==> src/rtl/neuron_mac.sv <==
// Serial Q8.8 multiply-accumulate neuron stage with bias add and Q8.8 result.
// Optional macro NEURON_MAC_SATURATE_EN clips the result instead of wrapping it.
module neuron_mac #(
  parameter int N_INPUTS = 4,
  parameter int ACC_W    = 40
) (
  input  logic               clk,
  input  logic               rst_n,
  input  logic signed [15:0] in_x,
  input  logic signed [15:0] in_w,
  input  logic               in_valid,
  output logic               in_ready,
  input  logic signed [15:0] bias,
  output logic        [15:0] out_z,
  output logic               out_sat,
  output logic               out_valid,
  input  logic               out_ready
);

  localparam int CNT_W = (N_INPUTS > 1) ? $clog2(N_INPUTS) : 1;
  localparam logic [CNT_W-1:0] LAST_CNT = CNT_W'(N_INPUTS - 1);

  typedef enum logic [1:0] {ACCUM, FINAL, OUT} state_e;

  state_e                   state_q;
  logic signed [ACC_W-1:0]  acc_q;
  logic        [CNT_W-1:0]  count_q;
  logic        [15:0]       bias_q;
  logic        [15:0]       out_z_q;
  logic                     out_sat_q;
  logic                     out_valid_q;

  logic signed [31:0]       prod;
  logic signed [ACC_W-1:0]  sum_d;
  logic        [ACC_W-9:0]  r_d;
  logic        [15:0]       z_d;
  logic                     sat_d;

  assign prod = in_x * in_w;

  // NOTE: every combinational output gets a default first so no path leaves it unassigned (no latch).
  always_comb begin
    z_d   = 16'h0000;
    sat_d = 1'b0;
    sum_d = acc_q + {{(ACC_W-24){bias_q[15]}}, bias_q, 8'h00};
    r_d   = sum_d[ACC_W-1:8];
`ifdef NEURON_MAC_SATURATE_EN
    // Upper bits above bit 15 must all equal the sign bit for r to fit in 16 bits.
    if (!r_d[ACC_W-9] && (|r_d[ACC_W-9:15])) begin
      z_d   = 16'h7FFF;
      sat_d = 1'b1;
    end else if (r_d[ACC_W-9] && !(&r_d[ACC_W-9:15])) begin
      z_d   = 16'h8000;
      sat_d = 1'b1;
    end else begin
      z_d = r_d[15:0];
    end
`else
    z_d = r_d[15:0];
`endif
  end

  // NOTE: sequential state uses non-blocking assignments so all registers update from pre-edge values.
  always_ff @(posedge clk) begin
    if (!rst_n) begin
      state_q     <= ACCUM;
      acc_q       <= '0;
      count_q     <= '0;
      bias_q      <= '0;
      out_z_q     <= '0;
      out_sat_q   <= 1'b0;
      out_valid_q <= 1'b0;
    end else begin
      unique case (state_q)
        ACCUM: begin
          if (in_valid) begin
            acc_q   <= acc_q + {{(ACC_W-32){prod[31]}}, prod};
            count_q <= count_q + 1'b1;
            if (count_q == LAST_CNT) begin
              bias_q  <= bias;
              state_q <= FINAL;
            end
          end
        end
        FINAL: begin
          out_z_q     <= z_d;
          out_sat_q   <= sat_d;
          out_valid_q <= 1'b1;
          state_q     <= OUT;
        end
        OUT: begin
          if (out_valid_q && out_ready) begin
            out_valid_q <= 1'b0;
            acc_q       <= '0;
            count_q     <= '0;
            state_q     <= ACCUM;
          end
        end
        default: state_q <= ACCUM;
      endcase
    end
  end

  assign in_ready  = (state_q == ACCUM);
  assign out_z     = out_z_q;
  assign out_sat   = out_sat_q;
  assign out_valid = out_valid_q;

endmodule

==> config.mk <==
export PLATFORM = sky130hd
export DESIGN_NAME = neuron_mac
export DESIGN_NICKNAME = d
export VERILOG_FILES = /design/src/rtl/neuron_mac.sv
export SDC_FILE = /design/constraint.sdc
export NUM_CORES = 1
export LEC_CHECK = 0
export BUFFER_PORTS_ARGS = -buffer_cell sky130_fd_sc_hd__buf_2
export CAP_MARGIN = 10
export CORE_ASPECT_RATIO = 0.6
export CORE_MARGIN = 1
export CORE_UTILIZATION = 30
export DETAILED_ROUTE_END_ITERATION = 8
export PLACE_DENSITY = 0.48
export SYNTH_ARGS = -nofsm -noshare
export SYNTH_HDL_FRONTEND = slang
export SYNTH_SLANG_ARGS = --single-unit
==> constraint.sdc <==
create_clock -name clk -period 13.04 [get_ports clk]
set_input_delay 2.608 -clock clk [delete_from_list [all_inputs] [get_ports clk]]
set_output_delay 2.608 -clock clk [all_outputs]
set_load 0.03 [all_outputs]
# Word-level counts from Yosys, hierarchy flattened
# Index checks and enable logic that the tools add are counted.
[word_totals] ff_bits=77 inputBits=52 elab_cells=35
[op_classes] add_sub_neg=3 multipliers=1 eq_ne=6 muxes=11 n_reduce_logical=8
[ops] op="$mux 40" count=2
[ops] op="$pmux 40 s2" count=1
[ops] op="$add 40x40->40" count=1
[ops] op="$mul 16x16->32" count=1
[ops] op="$add 24x24->24" count=1
[ops] op="$reduce_and 3->1" count=3
[ops] op="$mux 2" count=4
[ops] op="$pmux 2 s3" count=1
[ops] op="$eq 2x2->1 const B" count=2
[ops] op="$ne 2x2->1 const B" count=2
[ops] op="$pmux 2 s2" count=1
[ops] op="$reduce_bool 2->1" count=2
[ops] op="$add 2x1->2 const B" count=1
[ops] op="$eq 2x1->1 const B" count=1
[ops] op="$logic_not 2->1" count=1
[ops] op="$ne 2x1->1 const B" count=1
[ops] op="$pmux 1 s2" count=1
[ops] op="$reduce_and 2->1" count=1
[ops] op="$logic_and 1x1->1" count=1
[ops] op="$mux 1" count=1

# Longest topological paths before layout
[logic_depth] word_depth=4 depth_mapped=31 depth_no_buf=29

# Least setup slack after synthesis
# Ideal clock, no wire load.
[synth_path] kind="input to register" from="input port in_w[8]" to="register acc_q[23]" setup_time_ps=122 t_arrival_ps=8893 t_required_ps=12918 path_slack_ps=4025 path_stages=28 path_buffers=2 cell_sequence="clkbuf_1 clkbuf_1 nand2_1 fa_1 inv_1 fa_1 fa_1 fa_1 fa_1 inv_1 fa_1 inv_1 ha_1 a21o_1 a21oi_1 o22ai_1 nor2_1 o31ai_1 a41o_1 nor2_1 xnor2_1 ha_1 a21oi_1 nand3b_1 o21ai_0 a31oi_1 xnor3_1 o21ai_1"
[synth_between] elab_chain_len=4
[synth_rtl] item="from (decl)" line="10" rtl="input logic signed [15:0] in_w,"
[synth_rtl] item="$mul 16x16->32" line="39" rtl="assign prod = in_x * in_w;"
[synth_rtl] item="$add 40x40->40" line="77" rtl="acc_q <= acc_q + {{(ACC_W-32){prod[31]}}, prod};"
[synth_rtl] item="$mux 40" line="76" rtl="if (in_valid) begin"
[synth_rtl] item="$pmux 40 s2" line="74" rtl="unique case (state_q)"
[synth_rtl] item="to (signal assigned)" line="77"
[synth_rtl] item="to (decl)" line="26" rtl="logic signed [ACC_W-1:0] acc_q;"
# No other way between the ends. The select of a mux whose other input is x is not followed.
# A chain may end at the register's enable or synchronous reset.

# Worst setup path after layout
[layout_path] from="input port in_x[4]" to="register acc_q[23]"
[layout_between] elab_chain_len=4
[layout_rtl] item="from (decl)" line="9" rtl="input logic signed [15:0] in_x,"
[layout_rtl] item="$mul 16x16->32" line="39"
[layout_rtl] item="$add 40x40->40" line="77"
[layout_rtl] item="$mux 40" line="76"
[layout_rtl] item="$pmux 40 s2" line="74"
# No other way between the ends. The select of a mux whose other input is x is not followed.

==> flow_summary.yaml <==
clocking:
  htree_levels: 3
  ctsHoldBuffers: 0
  clkLatencyLatePin_ps: 330
  clkTransAtPathRegs_ps: 50
  post_cts_buffers: 0
  clockBufferDepth: 2
  postCtsResizedCells: 0
  cts-root-buf: "clkbuf_16"
  cts_made_buffers: 9
  cts_tree: "done"
  cts.sinks: 61
worst_setup_path:
  end_kind: "flip-flop"
  crit_path_max_fanout: 16
  cp.arrival_ps: 9750
  timing_worst_setup_path_type: "in2reg"
  required_ps: 13300
  startpoint_type: "input pin"
sta:
  whs_ps: 445.5
  worst_slew_pin_slew_ps: 675.8
  rsz0062_at_grt: "false"
  setup_viol: 0
  setup_tns_ps: 0
  fin_crit_ps: 9495
  skew_ps: 9.124
  final.setup.worst_slack_ps: 3545
  finalCritPeriodShare_pct: 72.81
  fmax_mhz: 105.3
  slew_viol_final: 0
  maxSlewHeadroom_pct: 54.95
  hold_viol_final: 0
route:
  vias: 9000
  ant_nets: 0
  avgViaCountPerCell: 4.668
  drtIter0Drc: 475
  drt-pass1-iter-count: 5
  drt_wl_total_mm: 29.81
  wire_per_inst_um: 15.46
  drc: 0
yosys:
  ys_seq_area_share_pct: 10.60
  syn_area_per_cell_um2: 8.370
  ys_seq_elements: 61
  synth_nets: 1729
  ys_types: 61
  synth-edff-count: 0
  synth_area_mm2: 0.01152
  ys.flop_type: "dfxtp_1"
  ys_async_sr_fraction_pct: 0
  yosys_warnings: 0
  syn_inst: 1376
run:
  maxCapViolCount: 0
global_routing:
  antenna_found_initial: 0
  overflow: 0
  grt_pass1_wl_mm: 49.53
  grt_util_all_layers_pct: 16.20
  grt_max_degree: 51
  grt_pass1_vias: 9147
placed_design:
  place_congestion: 0.8470
  placed_area_mm2: 0.01234
  dp_slack_ps: 3271
  hpwl_mm: 25.10
  port_buffers: 69
finish:
  stdcell_area_mm2: 0.01264
  fillCellCount: 4025
  syn2layout_area_growth_pct: 9.788
  drive_gt1_share_pct: 7.067
  finalNetCount: 1763
  n_antenna_cell: 0
hold_path:
  hold_path_class: "reg2reg"
floorplan:
  ioPinCount: 71
  rows: 55
  initial_core_util_pct: 30.49
  core_mm2: 0.03778
  die_w_um: 255.0
  dieHeight_um: 153.8
  dieArea_mm2: 0.03920
outcome:
  outcome: "completed"
Yosys cell counts, drive strengths merged (2+ instances only):
cell	n	area share (%)
nand3	15	0.65
o21a	7	0.46
xor2	14	1.1
dfxtp	61	11
mux2i	2	0.17
nand4	2	0.11
ha	112	12
a31oi	7	0.51
nor2b	8	0.50
nor2	58	1.9
clkbuf	48	1.6
o31a	2	0.15
inv	272	8.9
or3	7	0.42
and3	3	0.16
and2	110	6.0
fa	189	33
buf	2	0.098
o211ai	2	0.13
nand2b	8	0.43
nor4	2	0.11
a211oi	6	0.39
o21bai	5	0.33
o21ai	36	1.6
xnor2	50	3.8
a21o	20	1.3
a21oi	76	3.3
nor3	18	0.78
nand3b	2	0.13
o41ai	2	0.38
nand2	196	6.4
o31ai	4	0.26
a22oi	11	0.72
layout make-up:
| class | count | area [um^2] | share of cell area (%) |
|---|---|---|---|
| multi-input cells | 992 | 9080 | 71.81 |
| flip-flops and latches | 61 | 1221 | 9.658 |
| inverters | 273 | 1025 | 8.104 |
| well taps | 513 | 641.9 | 5.076 |
| repair buffers | 73 | 375.4 | 2.969 |
| clock buffers | 10 | 239.0 | 1.890 |
| clock inverters | 6 | 62.56 | 0.4948 |
critical path: stages:
cell and delay, ps:
buf_2 310, nand2_1 130, fa_1 560, inv_1 50, fa_1 430, ha_1 230
fa_1 540, inv_1 50, fa_1 460, fa_1 540, inv_1 40, ha_1 330
a21o_1 220, nor2_1 90, o21ai_0 80, a31oi_1 490, o21bai_1 120, a21oi_1 200
xnor2_1 100, ha_1 350, nand2_1 80, o21bai_1 170, a211o_1 270, a31oi_1 310
o211ai_1 240, a31oi_1 240, xnor3_1 410, o21ai_1 110
layer usage:
| layer | track usage, % | vias up | share of wire, % |
|---|---|---|---|
| met4 | 1.625 | 0 | 0.30 |
| met5 | 0 | - | 0 |
| met3 | 2.895 | 9 | 5.5 |
| met1 | 26.00 | 4480 | 53 |
| met2 | 22.74 | 188 | 42 |
| li1 | - | 4323 | - |
placed cells by master, fill, tap and decap left out, types with 7 or more instances in the layout:
cell type	count
inv_1	272
nand2_1	196
fa_1	189
ha_1	112
and2_1	109
a21oi_1	75
buf_2	69
dfxtp_1	61
nor2_1	58
xnor2_1	50
o21ai_0	31
a21o_1	20
nor3_1	18
nand3_1	15
xor2_1	14
a22oi_1	11
clkbuf_16	9
nand2b_1	8
nor2b_1	7
o21a_1	7
kinds of logic (layout without fill, tap and decap cells):
family,count (synthesis),count (layout),share of synthesized area (%)
AO/OA/AOI/OAI,190,190,10.69
multiplexers,2,2,0.1738
XOR/XNOR,65,65,5.062
AND/OR/NAND/NOR,433,433,17.86
adder cells (fa/ha/maj),301,301,45.02
buffers and inverters,323,362,10.56
flip-flops,61,61,10.60
other,1,1,0.03256
metrics by stage:
step | utilization, % | cells
3_3_place_gp | 32.67 | 1912
3_5_place_dp | 32.67 | 1912
4_1_cts | 33.47 | 1928
5_1_grt | 33.47 | 1928
6_report | 33.47 | 1928
2_1_floorplan | - | 1376
worst paths after layout:
path                  start   endpoint  slack [ps]  cells after the start
setup / recovery    in_x[4]  acc_q[23]        3550                     28
setup reg to reg   acc_q[0]  acc_q[20]        9900                     12
hold / removal    out_z[12]  out_z[12]         450                      2
hold reg to reg   out_z[12]  out_z[12]         450                      2
sequential cells by signal, indices dropped and copies added, names as in the netlist:
signal     flops
out_z         16
count_q        2
acc_q         24
state_q        2
out_valid      1
bias_q        16
Power is not shown: default switching activity piles up to over one toggle a cycle in this logic, so the estimate is an artifact.
